<file path="src/rtl/pipe_adder_if.sv">
// Handshake/data bundle for pipe_adder: operand side (in_*, a, b, sub) and result side (out_*, sum, ovf).
// When PIPE_ADDER_SAT_EN is defined the bundle also carries the per-pair sat request.
interface pipe_adder_if #(
    parameter int WIDTH = 16
);
    logic             in_valid;
    logic             in_ready;
    logic [WIDTH-1:0] a;
    logic [WIDTH-1:0] b;
    logic             sub;
`ifdef PIPE_ADDER_SAT_EN
    logic             sat;
`endif
    logic             out_valid;
    logic             out_ready;
    logic [WIDTH:0]   sum;
    logic             ovf;

`ifdef PIPE_ADDER_SAT_EN
    modport master (
        output in_valid, a, b, sub, sat, out_ready,
        input  in_ready, out_valid, sum, ovf
    );
    modport slave (
        input  in_valid, a, b, sub, sat, out_ready,
        output in_ready, out_valid, sum, ovf
    );
`else
    modport master (
        output in_valid, a, b, sub, out_ready,
        input  in_ready, out_valid, sum, ovf
    );
    modport slave (
        input  in_valid, a, b, sub, out_ready,
        output in_ready, out_valid, sum, ovf
    );
`endif
endinterface

</file>
<file path="src/rtl/pipe_adder.sv">
// Elastic STAGES-deep add/subtract pipeline with valid/ready on both sides and a consumed-result counter.
// Optional signed saturation of the result is compiled in with PIPE_ADDER_SAT_EN.
module pipe_adder #(
    parameter int WIDTH  = 16,
    parameter int STAGES = 2
) (
    input  logic        clk,
    input  logic        reset,
    pipe_adder_if.slave bus,
    output logic [15:0] txn_cnt
);
    localparam int LAST = STAGES - 1;

    typedef struct packed {
        logic [WIDTH:0] sum;
        logic           ovf;
    } res_t;

    res_t              res_q [STAGES];
    res_t              res_d [STAGES];
    logic [STAGES-1:0] vld_q;
    logic [STAGES-1:0] vld_d;
    logic [15:0]       cnt_q;
    logic [15:0]       cnt_d;
    logic              in_rdy;

    // Subtraction is a + ~b + 1, so sum[WIDTH] reads as not-borrow.
    function automatic res_t add_sub(input logic [WIDTH-1:0] x,
                                     input logic [WIDTH-1:0] y,
                                     input logic             is_sub);
        logic [WIDTH-1:0] y_op;
        res_t             r;
        y_op  = is_sub ? ~y : y;
        r.sum = {1'b0, x} + {1'b0, y_op} + {{WIDTH{1'b0}}, is_sub};
        r.ovf = (x[WIDTH-1] == y_op[WIDTH-1]) && (r.sum[WIDTH-1] != x[WIDTH-1]);
        return r;
    endfunction

`ifdef PIPE_ADDER_SAT_EN
    // On overflow both effective operands share a's sign, which picks the clamp direction.
    function automatic res_t saturate(input res_t r, input logic x_sign);
        res_t o;
        o = r;
        if (r.ovf) begin
            o.sum[WIDTH-1:0] = x_sign ? {1'b1, {(WIDTH-1){1'b0}}}
                                      : {1'b0, {(WIDTH-1){1'b1}}};
        end
        return o;
    endfunction
`endif

    always_comb begin
        logic [STAGES:0]   free;
        logic [STAGES-1:0] adv;
        logic              accept;
        res_t              calc;

        free         = '0;
        adv          = '0;
        free[STAGES] = bus.out_ready;
        // A stage can take new data when it is empty or its contents move on this cycle.
        for (int k = LAST; k >= 0; k--) begin
            adv[k]  = vld_q[k] && free[k+1];
            free[k] = !vld_q[k] || adv[k];
        end

        in_rdy = reset && free[0];
        accept = bus.in_valid && in_rdy;

        calc = add_sub(bus.a, bus.b, bus.sub);
`ifdef PIPE_ADDER_SAT_EN
        if (bus.sat) begin
            calc = saturate(calc, bus.a[WIDTH-1]);
        end
`endif

        // Stage 0 boundary: capture of the computed result
        vld_d[0] = accept || (vld_q[0] && !adv[0]);
        res_d[0] = accept ? calc : res_q[0];

        // Stage k boundary: transfer from stage k-1
        for (int k = 1; k < STAGES; k++) begin
            vld_d[k] = adv[k-1] || (vld_q[k] && !adv[k]);
            res_d[k] = adv[k-1] ? res_q[k-1] : res_q[k];
        end

        cnt_d = cnt_q + 16'(adv[LAST]);
    end

    always_ff @(posedge clk or negedge reset) begin
        if (!reset) begin
            vld_q <= '0;
            cnt_q <= '0;
            for (int k = 0; k < STAGES; k++) begin
                res_q[k] <= '0;
            end
        end else begin
            vld_q <= vld_d;
            cnt_q <= cnt_d;
            res_q <= res_d;
        end
    end

    assign bus.in_ready  = in_rdy;
    assign bus.out_valid = vld_q[LAST];
    assign bus.sum       = res_q[LAST].sum;
    assign bus.ovf       = res_q[LAST].ovf;
    assign txn_cnt       = cnt_q;
endmodule
</file>
<file path="src/flat_wrapper.sv">
// flat-port wrapper written by rule: the top's interface ports become plain ports
module pipe_adder_flat 
#(
    parameter int WIDTH  = 16,
    parameter int STAGES = 2
)
  (clk, reset, txn_cnt, bus_in_valid, bus_a, bus_b, bus_sub, bus_out_ready, bus_in_ready, bus_out_valid, bus_sum, bus_ovf);
  pipe_adder_if #(.WIDTH(WIDTH)) bus_i ();
  input  logic clk;
  input  logic reset;
  output logic [15:0] txn_cnt;
  input wire logic [$bits(bus_i.in_valid)-1:0] bus_in_valid;
  input wire logic [$bits(bus_i.a)-1:0] bus_a;
  input wire logic [$bits(bus_i.b)-1:0] bus_b;
  input wire logic [$bits(bus_i.sub)-1:0] bus_sub;
  input wire logic [$bits(bus_i.out_ready)-1:0] bus_out_ready;
  output wire logic [$bits(bus_i.in_ready)-1:0] bus_in_ready;
  output wire logic [$bits(bus_i.out_valid)-1:0] bus_out_valid;
  output wire logic [$bits(bus_i.sum)-1:0] bus_sum;
  output wire logic [$bits(bus_i.ovf)-1:0] bus_ovf;
  assign bus_i.in_valid = bus_in_valid;
  assign bus_i.a = bus_a;
  assign bus_i.b = bus_b;
  assign bus_i.sub = bus_sub;
  assign bus_i.out_ready = bus_out_ready;
  assign bus_in_ready = bus_i.in_ready;
  assign bus_out_valid = bus_i.out_valid;
  assign bus_sum = bus_i.sum;
  assign bus_ovf = bus_i.ovf;
  pipe_adder #(.WIDTH(WIDTH), .STAGES(STAGES)) u_core (.clk(clk), .reset(reset), .bus(bus_i), .txn_cnt(txn_cnt));
endmodule
</file>
<file path="config.mk">
export PLATFORM = sky130hd
export DESIGN_NAME = pipe_adder_flat
export DESIGN_NICKNAME = d
export VERILOG_FILES = /design/src/rtl/pipe_adder_if.sv /design/src/rtl/pipe_adder.sv /design/src/flat_wrapper.sv
export SDC_FILE = /design/constraint.sdc
export NUM_CORES = 1
export LEC_CHECK = 0
export BUFFER_PORTS_ARGS = -buffer_cell sky130_fd_sc_hd__buf_4
export CAP_MARGIN = 20
export CORE_UTILIZATION = 60
export CTS_BUF_LIST = sky130_fd_sc_hd__clkbuf_4 sky130_fd_sc_hd__clkbuf_8
export DETAILED_ROUTE_END_ITERATION = 8
export PLACE_DENSITY = 0.84
export SLEW_MARGIN = 40
export SYNTH_ARGS = -nofsm -noshare
export SYNTH_HDL_FRONTEND = slang
export SYNTH_SLANG_ARGS = --single-unit
</file>
<file path="constraint.sdc">
create_clock -name clk -period 2.44 [get_ports clk]
set_input_delay 0.122 -clock clk [delete_from_list [all_inputs] [get_ports clk]]
set_output_delay 0.122 -clock clk [all_outputs]
set_load 0.01 [all_outputs]
</file>
==> results.json <==
{
  "run_status": "complete, no violations",
  "worst_hold_path.num_cells": 3,
  "clock_tree.htree_level_count": 2,
  "worstRegToRegCells": 7,
  "pin_count_of_the_biggest_net_entering_global_routing": 55,
  "fin_skew_ns": 0.00167,
  "inserted_diodes": 0,
  "worst-setup-path-type": "primary input to register",
  "fin_util_pct": 76.9,
  "avgRoutedWirePerCell_um": 14.4,
  "post_cts.repair.setup_buffers": 0,
  "nets": 421,
  "initial_utilization_pct": 64.4,
  "max_cap_violations": 0,
  "chipHeight_um": 74.4,
  "die_w_um": 74.4,
  "post_layout_nonfiller_instances": 433,
  "place_inst": 424,
  "cts_tree": "done",
  "report.final.setup_viol": 0,
  "placeableCoreArea_um2": 4880,
  "share_of_flip_flops_with_an_asynchronous_set_or_reset_after_synthesis_pct": 100,
  "fin_tns_setup_ns": 0,
  "startpoint_of_the_lowest_slack_hold_path": "bus_out_ready",
  "n_fill_cell": 367,
  "finalHoldViolCount": 0,
  "cts_repair_resize_count": 0,
  "final_layout_size_suffix_gt1_share_pct": 29.8,
  "power.sequential.fraction_pct": 44.6,
  "synth-seq-cells": 54,
  "drt_wl_total_mm": 6.23,
  "pwr_density_cell_nw_per_um2": 791,
  "r2r-start": "u_core.vld_q[1]$_DFF_PN0_",
  "slew_headroom_pct": 50.5,
  "area_growth_pct": 19.5,
  "worst_slew_pin_slew_ns": 0.741,
  "start_kind": "primary input",
  "timing.critical_path.to_type": "register",
  "dr.pass1.iters": 5,
  "comb_power_share_pct": 35.7,
  "timing.critical_path.cells": "buf_4 -> xor2_1 -> inv_1 -> fa_1 -> and2b_1 -> o2111ai_2 -> a21oi_2 -> o21ai_2 -> or4b_1 -> nand3_1",
  "post-route-period-util_pct": 84.9,
  "r2r_end": "u_core.txn_cnt[12]$_DFF_PN0_",
  "cts_hold_buf": 1,
  "vias": 2392,
  "ys_dominant_reg_cell": "sky130_fd_sc_hd__dfrtp_1",
  "finalCriticalPeriod_ns": 2.07,
  "max_freq_mhz": 483,
  "power.internal_uw": 2010,
  "critical_path.max_stage_delay_ns": 0.50,
  "synthesis.nets": 362,
  "number_of_enable_flip_flop_cells_after_synthesis": 0,
  "ys.warnings.count": 0,
  "path_max_fanout": 6,
  "cts-root-buf": "sky130_fd_sc_hd__clkbuf_8",
  "postRouteAntennaNets": 0,
  "cts.clk_slew.worst_paths_ns": 0.09,
  "hold_path.class": "primary input to register",
  "p_switching_uw": 960,
  "ir_worst_vdd_v": 0.000401,
  "hold_path_end": "u_core.vld_q[1]$_DFF_PN0_",
  "grtUsageTotal_pct": 24.9,
  "seqCellArea_um2": 1350,
  "grt_first_pass_wirelength_mm": 10.5,
  "detailedRoute.firstIterationViolations": 135,
  "fp-row-count": 25,
  "grt_antenna_before_repair": 0,
  "slowest_stage": "sky130_fd_sc_hd__or4b_1",
  "gpl.final_weighted_congestion": 0.898,
  "clk-insertion-delay-late_ns": 0.31,
  "post_synth.cell_area_avg_um2": 10.3,
  "grt_overflow_total": 0,
  "post-route-drc-count": 0,
  "post_drt_via_cell_ratio": 5.52,
  "ctsLongestPathBuffers": 2,
  "critPathRequiredTime_ns": 2.69,
  "io_pins": 73,
  "fp.dieArea_um2": 5530,
  "arrival_ns": 2.32,
  "grt_setup_unrepaired": "no",
  "cts_made_buffers": 5,
  "netlist_instances": 306,
  "syn_area_um2": 3140,
  "grt_pass1_vias": 2316,
  "detailedPlacementHpwl_mm": 4.87,
  "multiInputGateArea_um2": 1610,
  "io_buf_count": 72,
  "cts_num_sinks": 54,
  "report.final.slew_viol_count": 0,
  "flop2flop_setup_slack_ns": 0.61,
  "synthDistinctLibCells": 43,
  "power.clock.fraction_pct": 19.7,
  "seq_area_frac_synth_pct": 43.0,
  "leakage_uw": 0.00184,
  "power_switching_share_pct": 32.3
}
[worst max-delay path by stage]
stage                                         to  cells after the start  startpoint  slack [ns]
global placement    u_core.res_q[33]$_DFFE_PN0P_                     10     bus_sub        0.15
floorplan           u_core.res_q[18]$_DFFE_PN0P_                     10     bus_sub        0.02
finish              u_core.res_q[33]$_DFFE_PN0P_                     10     bus_sub        0.37
detailed placement  u_core.res_q[33]$_DFFE_PN0P_                     10     bus_sub        0.05
CTS                 u_core.res_q[33]$_DFFE_PN0P_                     10     bus_sub        0.38
global route        u_core.res_q[33]$_DFFE_PN0P_                     10     bus_sub        0.20
[cell usage after synthesis, drive strengths merged, types with 2 or more instances]
cell type | number | area [um^2]
and2 | 5 | 31.3
ha | 18 | 225
nand2 | 36 | 135
a21oi | 18 | 93.8
o211ai | 2 | 15.0
nor2 | 9 | 33.8
nand3 | 7 | 35.0
nand3b | 2 | 15.0
and3 | 6 | 37.5
buf | 20 | 141
a41oi | 2 | 17.5
o2111ai | 2 | 23.8
mux2i | 2 | 20.0
nor3 | 3 | 15.0
a31oi | 2 | 18.8
a21o | 4 | 31.3
nand2b | 4 | 25.0
xnor2 | 14 | 123
xor2 | 28 | 245
inv | 5 | 18.8
dfrtp | 54 | 1350
o21ai | 21 | 109
mux2 | 19 | 214
nand4b | 2 | 17.5
nand4 | 6 | 37.5
clkbuf | 5 | 18.8
[critical path: cells and delay by family]
kind | cells | cell delay (ns)
AOI/OAI and AO/OA | 3 | 0.48
and+or+nand+nor | 3 | 0.84
buffers and inverters | 2 | 0.23
xor gates and xnor gates | 1 | 0.22
adders and majority gates | 1 | 0.43
[cell usage in the layout, fill, tap and decap left out, types with 2 or more instances in the layout]
cell	Yosys	routed
sky130_fd_sc_hd__nor2_1	9	9
sky130_fd_sc_hd__inv_1	5	5
sky130_fd_sc_hd__and3_1	6	6
sky130_fd_sc_hd__a41oi_1	2	2
sky130_fd_sc_hd__clkbuf_8	0	5
sky130_fd_sc_hd__a21o_1	3	3
sky130_fd_sc_hd__dfrtp_1	54	54
sky130_fd_sc_hd__xor2_1	28	28
sky130_fd_sc_hd__nand3b_1	2	2
sky130_fd_sc_hd__nand2_1	36	36
sky130_fd_sc_hd__o21ai_0	20	20
sky130_fd_sc_hd__and2_1	5	5
sky130_fd_sc_hd__buf_4	17	76
sky130_fd_sc_hd__nand3_1	7	7
sky130_fd_sc_hd__nand4_1	6	6
sky130_fd_sc_hd__nor3_1	3	3
sky130_fd_sc_hd__nand4b_1	2	2
sky130_fd_sc_hd__ha_1	18	18
sky130_fd_sc_hd__xnor2_1	14	14
sky130_fd_sc_hd__nand2b_1	4	4
sky130_fd_sc_hd__o211ai_1	2	2
sky130_fd_sc_hd__mux2_2	19	19
sky130_fd_sc_hd__mux2i_1	2	2
sky130_fd_sc_hd__a21oi_1	17	17
sky130_fd_sc_hd__clkinv_2	0	2
[area by class of cell]
type,instances,area share (%)
clock buffer,5,1.83
tap,67,2.23
timing repair buffer,77,15.5
sequential,54,36.0
clock inverter,3,1.07
multi-input combinational,222,42.9
inverter,5,0.500
[power by group through the flow]
stage | Clock (uW) | Sequential [uW] | Combinational, uW
4_1_cts | 595 | 1330 | 1070
3_3_place_gp | 0 | 1330 | 1010
5_1_grt | 625 | 1360 | 1170
6_report | 584 | 1330 | 1060
2_1_floorplan | 0 | 1310 | 755
3_5_place_dp | 0 | 1340 | 1050
[flip-flops by register name, summed over array words and instances (netlist names)]
| name | flops |
|---|---|
| u_core.res_q | 18 |
| u_core.bus.sum | 17 |
| u_core.txn_cnt | 16 |
| u_core.vld_q | 2 |
| u_core.bus.ovf | 1 |
[through the flow]
step	hold WS [ns]	cell area [um^2]	setup WS [ns]	power (uW)
after floorplan	-0.174	3140	0.0166	2070
after global placement	0.289	3640	0.147	2340
after detailed placement	0.294	3640	0.0548	2400
after CTS	0.0832	3750	0.382	2990
after global routing	0.109	3750	0.195	3150
final	0.0931	3750	0.368	2970
[routing by layer]
layer	GRT usage [%]	share of wire [%]
met5	0	0
met4	10.1	2.4
met3	5.28	5.9
met2	40.5	48
met1	32.4	44
[logic make-up (layout without fill, tap and decap cells)]
| kind of cell | Yosys count | in the layout | synth area share [%] |
|---|---|---|---|
| mux | 21 | 21 | 7.45 |
| compound gates | 56 | 56 | 11.2 |
| fa+ha+maj | 19 | 19 | 7.81 |
| simple gates | 84 | 84 | 13.1 |
| buf+inv | 30 | 90 | 5.69 |
| flops | 54 | 54 | 43.0 |
| xor+xnor | 42 | 42 | 11.7 |
No activity file was read; power rests on OpenSTA's default activity.
